### config.mk
export PLATFORM = sky130hd
export DESIGN_NAME = tcp_tx_ctrl
export DESIGN_NICKNAME = d
export VERILOG_FILES = /design/src/rtl/tcp_tx_ctrl.sv
export SDC_FILE = /design/constraint.sdc
export NUM_CORES = 1
export LEC_CHECK = 0
export CAP_MARGIN = 20
export CORE_ASPECT_RATIO = 0.6
export CORE_MARGIN = 4
export CORE_UTILIZATION = 41
export DETAILED_ROUTE_END_ITERATION = 7
export PLACE_DENSITY = 0.78
export REMOVE_ABC_BUFFERS = 1
export SLEW_MARGIN = 20
export SYNTH_ARGS = -nofsm -noshare
export SYNTH_HDL_FRONTEND = slang
export SYNTH_SLANG_ARGS = --single-unit
export TNS_END_PERCENT = 5
### constraint.sdc
create_clock -name i_clk -period 10.6 [get_ports i_clk]
set_clock_uncertainty 0.1 [all_clocks]
set_input_delay 2.65 -clock i_clk [delete_from_list [all_inputs] [get_ports i_clk]]
set_output_delay 2.65 -clock i_clk [all_outputs]
set_load 0.03 [all_outputs]
### src/rtl/tcp_tx_ctrl.sv
// Transmit-side segment controller: latches the header bundle per request, slices the
// application byte stream into segments with forced tlast, and owns SND.NXT.
module tcp_tx_ctrl #(
  parameter int MSS   = 1460,
  parameter int LEN_W = 16
) (
  input  logic             i_clk,
  input  logic             i_rst,
  input  logic             i_req_valid,
  output logic             o_req_ready,
  input  logic [LEN_W-1:0] i_req_len,
  input  logic [7:0]       i_req_flags,
  input  logic [31:0]      i_rcv_nxt,
  input  logic [15:0]      i_window_size,
  input  logic [15:0]      i_source_port,
  input  logic [15:0]      i_dest_port,
  input  logic [31:0]      i_src_ip,
  input  logic [31:0]      i_dst_ip,
  input  logic             i_seq_load,
  input  logic [31:0]      i_seq_init,
  input  logic [7:0]       s_axis_app_tdata,
  input  logic             s_axis_app_tvalid,
  output logic             s_axis_app_tready,
  output logic [7:0]       m_axis_data_tdata,
  output logic             m_axis_data_tvalid,
  input  logic             m_axis_data_tready,
  output logic             m_axis_data_tlast,
  output logic             m_axis_data_tkeep,
  output logic             o_hdr_valid,
  output logic             o_no_data,
  output logic [15:0]      o_ip_len,
  output logic [31:0]      o_seq_number,
  output logic [31:0]      o_ack_number,
  output logic [7:0]       o_flags,
  output logic [15:0]      o_window_size,
  output logic [15:0]      o_source_port,
  output logic [15:0]      o_dest_port,
  output logic [31:0]      o_src_ip,
  output logic [31:0]      o_dst_ip,
  input  logic             i_packet_done,
  output logic [31:0]      o_snd_nxt,
  output logic             o_err,
  output logic [15:0]      o_seg_count
);

  typedef enum logic [1:0] {IDLE, SEND, WAIT_DONE} state_t;

  state_t           state_q, state_d;
  logic [LEN_W-1:0] len_q;
  logic [LEN_W-1:0] byte_cnt;
  logic [LEN_W-1:0] len_in;
  logic             clamp;
  logic             accept;
  logic             hs;
  logic             last_byte;

  // A pending seq load takes priority, so the request is held off for that cycle.
  assign o_req_ready = (state_q == IDLE) && !i_seq_load;
  assign accept      = i_req_valid && o_req_ready;
  assign clamp       = i_req_len > LEN_W'(MSS);
  assign len_in      = clamp ? LEN_W'(MSS) : i_req_len;

  assign last_byte   = (len_q != '0) && (byte_cnt == len_q - LEN_W'(1));
  assign hs          = (state_q == SEND) && s_axis_app_tvalid && m_axis_data_tready;

  assign m_axis_data_tdata  = s_axis_app_tdata;
  assign m_axis_data_tvalid = (state_q == SEND) && s_axis_app_tvalid;
  assign s_axis_app_tready  = (state_q == SEND) && m_axis_data_tready;
  assign m_axis_data_tlast  = (state_q == SEND) && last_byte;
  assign m_axis_data_tkeep  = 1'b1;

  always_comb begin
    state_d = state_q;
    case (state_q)
      IDLE:      if (accept) state_d = SEND;
      SEND:      if ((len_q == '0) || (hs && last_byte)) state_d = WAIT_DONE;
      WAIT_DONE: if (i_packet_done) state_d = IDLE;
      default:   state_d = IDLE;
    endcase
  end

  always_ff @(posedge i_clk or posedge i_rst) begin
    if (i_rst) begin
      state_q       <= IDLE;
      len_q         <= '0;
      byte_cnt      <= '0;
      o_hdr_valid   <= 1'b0;
      o_no_data     <= 1'b0;
      o_ip_len      <= '0;
      o_seq_number  <= '0;
      o_ack_number  <= '0;
      o_flags       <= '0;
      o_window_size <= '0;
      o_source_port <= '0;
      o_dest_port   <= '0;
      o_src_ip      <= '0;
      o_dst_ip      <= '0;
      o_snd_nxt     <= '0;
      o_err         <= 1'b0;
      o_seg_count   <= '0;
    end else begin
      state_q     <= state_d;
      o_hdr_valid <= (state_d != IDLE);
      o_err       <= accept && clamp;

      if (accept) begin
        len_q         <= len_in;
        byte_cnt      <= '0;
        o_no_data     <= (len_in == '0);
        o_ip_len      <= 16'(len_in) + 16'd40;
        o_seq_number  <= o_snd_nxt;
        o_ack_number  <= i_rcv_nxt;
        o_flags       <= i_req_flags;
        o_window_size <= i_window_size;
        o_source_port <= i_source_port;
        o_dest_port   <= i_dest_port;
        o_src_ip      <= i_src_ip;
        o_dst_ip      <= i_dst_ip;
      end else if (hs) begin
        byte_cnt <= byte_cnt + LEN_W'(1);
      end

      // SYN and FIN each consume one sequence number.
      if ((state_q == IDLE) && i_seq_load) begin
        o_snd_nxt <= i_seq_init;
      end else if ((state_q == WAIT_DONE) && i_packet_done) begin
        o_snd_nxt   <= o_snd_nxt + 32'(len_q) + 32'(o_flags[1]) + 32'(o_flags[0]);
        o_seg_count <= o_seg_count + 16'd1;
      end
    end
  end

endmodule

==> flow_summary.json <==
{
  "coreArea_um2": 31300,
  "fmax_ghz": 0.142,
  "cts_made_buffers": 29,
  "first_iter_violations": 879,
  "static-leakage-power_nw": 8.91,
  "ys_ff_latch": 282,
  "ys_types": 65,
  "grt.total_usage_pct": 23.9,
  "antennaDiodeCount": 0,
  "use_met3_pct": 5.13,
  "worstPathArrival_ns": 4.30,
  "use_met2_pct": 39.2,
  "initial_utilization_pct": 41.8,
  "cts_tree": "built",
  "first_pass_iters": 5,
  "yosysSeqAreaShare_pct": 54.0,
  "die_w_um": 239,
  "path_buf_inv": 2,
  "crit_top_cell": "clkdlybuf4s50_1",
  "dp_cells": 2274,
  "worstPathRequired_ns": 7.85,
  "clock_latency_ns": 0.56,
  "crit_path_max_fanout": 3,
  "fin_crit_sh_pct": 66.5,
  "nFillCells": 2571,
  "fin_area_um2": 19000,
  "nets": 2143,
  "fin_util_pct": 60.7,
  "synth_xor_area_share_pct": 4.89,
  "grt_pass1_wl_um": 67100,
  "synth_top_area_share_pct": 54.0,
  "ant_nets": 0,
  "crit_type": "primary input to output pin",
  "ioPinCount": 479,
  "final_common_cell": "nand2_1",
  "max-slew-margin-rel_pct": 28.1,
  "antenna_found_initial": 2,
  "cts-hold-fix-buffers": 0,
  "clk_transition_reported_paths_ns": 0.06,
  "finalMaxSlewViolations": 0,
  "routed_wl_um": 43100,
  "worst_setup_path_start_kind": "primary input",
  "syn_inst": 1472,
  "holdWs_ns": 0.372,
  "wl_per_cell_um": 18.5,
  "irDropWorstVdd_v": 0.000140,
  "dieArea_um2": 34900,
  "grt_overflow": 0,
  "holdCritPathClass": "register to register",
  "final_cell_mix": "635 x nand2_1, 461 x clkdlybuf4s50_1, 282 x dfrtp_1",
  "slowest_stage": "clkdlybuf4s50_1",
  "power_mw": 5.75,
  "io_buffer_count": 461,
  "synth_edf_count": 0,
  "endpoint_kind": "output pin",
  "rsz0062_at_grt": "no",
  "clkSinkCount": 282,
  "yosysTopAreaCell": "dfrtp_1",
  "grt_max_degree": 137,
  "crit_family": "buffers and inverters",
  "grtUsageMet1_pct": 32.3,
  "fin_ws_ns": 3.55,
  "place.gp.congestion": 0.884,
  "synth_top_family_by_area": "simple AND/OR/NAND/NOR gates",
  "syn_to_final_growth_pct": 45.2,
  "via_count": 11782,
  "crit_chain": "clkdlybuf4s50_1, nor3_1, clkdlybuf4s50_1",
  "min_period_ns": 7.05,
  "worst_path_largest_cell_delay_ns": 0.77,
  "top_usage_layer": "met2",
  "outcome": "finished clean",
  "synth.avg_cell_area_um2": 8.89,
  "synth_compound_gate_area_share_pct": 7.73,
  "htree_levels": 1,
  "synthArstFlopShare_pct": 100,
  "grt_pass1_vias": 11568,
  "finalSetupTns_ns": 0,
  "finalHoldViolations": 0,
  "dpl_cell_area_um2": 17900,
  "row_count": 50,
  "worst_slew_pin_slew_ns": 1.08,
  "synth_fa_ha_area_share_pct": 3.85,
  "fin_cells": 2328,
  "cts-resized-gates": 0,
  "synth_simple_gate_area_share_pct": 26.0,
  "drc": 0,
  "cts_buffer_depth": 3,
  "synth_warnings": 0,
  "drive_above_1_share_pct": 4.08,
  "powerDensity_nw_per_um2": 303,
  "die_height_um": 146,
  "place_ws_ns": 3.57,
  "clk_root_buffer_cell": "clkbuf_16",
  "drv_cap": 0,
  "synth_ff_type": "dfrtp_1",
  "synthTopCellsByArea": "dfrtp_1 54%, nand2_1 18%, ha_1 3.5%",
  "post_cts_buffers": 0,
  "dp_hpwl_um": 31700,
  "synthMuxAreaShare_pct": 0.153,
  "synthesis.area_um2": 13100,
  "viasPerCell": 5.06,
  "finalSetupViolCount": 0
}
[cells in the mapped netlist (all sizes together), types with 3 or more instances]
master  number
a211o        4
or3          6
ha          37
a22oi        7
nand4       11
nor2        59
o211ai       4
or2          4
a21oi       35
nor4        11
xnor2       44
nand3b       3
a21o        11
nor2b        4
xor2        29
a31oi        9
or4          9
o21a         6
inv         16
a221oi       3
and3        15
nor3        17
o31ai        5
o21ai       45
clkbuf      65
o22ai        3
and2        15
a22o         3
nand2b       3
nand2      636
a211oi       3
buf         19
nor3b        6
nand3       17
dfrtp      282
[worst min-delay path, stage by stage (launching register included)]
cell     delay (ns)
dfrtp_1        0.34
nand2_1        0.05
nand2_1        0.05
[metal layers]
layer	vias up	share of wire [%]
met4	4	3.1
met2	392	48
li1	5636	-
met1	5657	43
met5	-	0.056
met3	93	6.6
[final timing paths]
path,start,to,slack [ns],depth (start not counted)
worst min register to register,o_no_data,o_no_data,0.37,2
worst min-delay path,o_no_data,o_no_data,0.37,2
worst max register to register,o_ip_len[0],o_snd_nxt[26],6.77,11
worst max-delay path,i_seq_load,o_req_ready,3.55,3
max in group asynchronous,i_rst,o_ack_number[29],6.26,3
min in group asynchronous,i_rst,o_dst_ip[0],2.60,2
[logic make-up (layout without fill, tap and decap cells)]
logic type / count (synthesis) / after routing
flops: 282 / 282
other cells: 1 / 1
xor+xnor: 73 / 73
buf+inv: 100 / 540
mux: 2 / 2
fa+ha+maj: 39 / 39
simple gates: 821 / 821
compound gates: 154 / 154
[report_power, final]
group	internal [mW]	leakage, nW	total (mW)	switching, mW
Sequential	1.49	3.56	1.81	0.319
Combinational	1.13	4.84	2.82	1.69
Clock	0.682	0.516	1.12	0.438
Total	3.31	8.91	5.75	2.44
[flip-flops by register name, indices dropped and copies added, names as in the netlist]
register       cells
o_seq_number      32
o_ip_len          16
o_no_data          1
o_window_size     16
o_seg_count       16
o_source_port     16
o_flags            8
len_q             13
o_dest_port       16
o_ack_number      32
state_q            2
o_src_ip          32
byte_cnt          16
o_hdr_valid        1
o_snd_nxt         32
o_dst_ip          32
o_err              1
[layout make-up]
type | instances | area (um^2) | share of cell area (%)
sequential | 282 | 7060 | 37.1
multi-input combinational | 1090 | 5610 | 29.5
timing repair buffer | 470 | 4690 | 24.7
clock buffer | 42 | 855 | 4.50
tap | 416 | 520 | 2.74
clock inverter | 12 | 203 | 1.07
inverter | 16 | 67.6 | 0.356
Power figures use the tool's default switching activity.
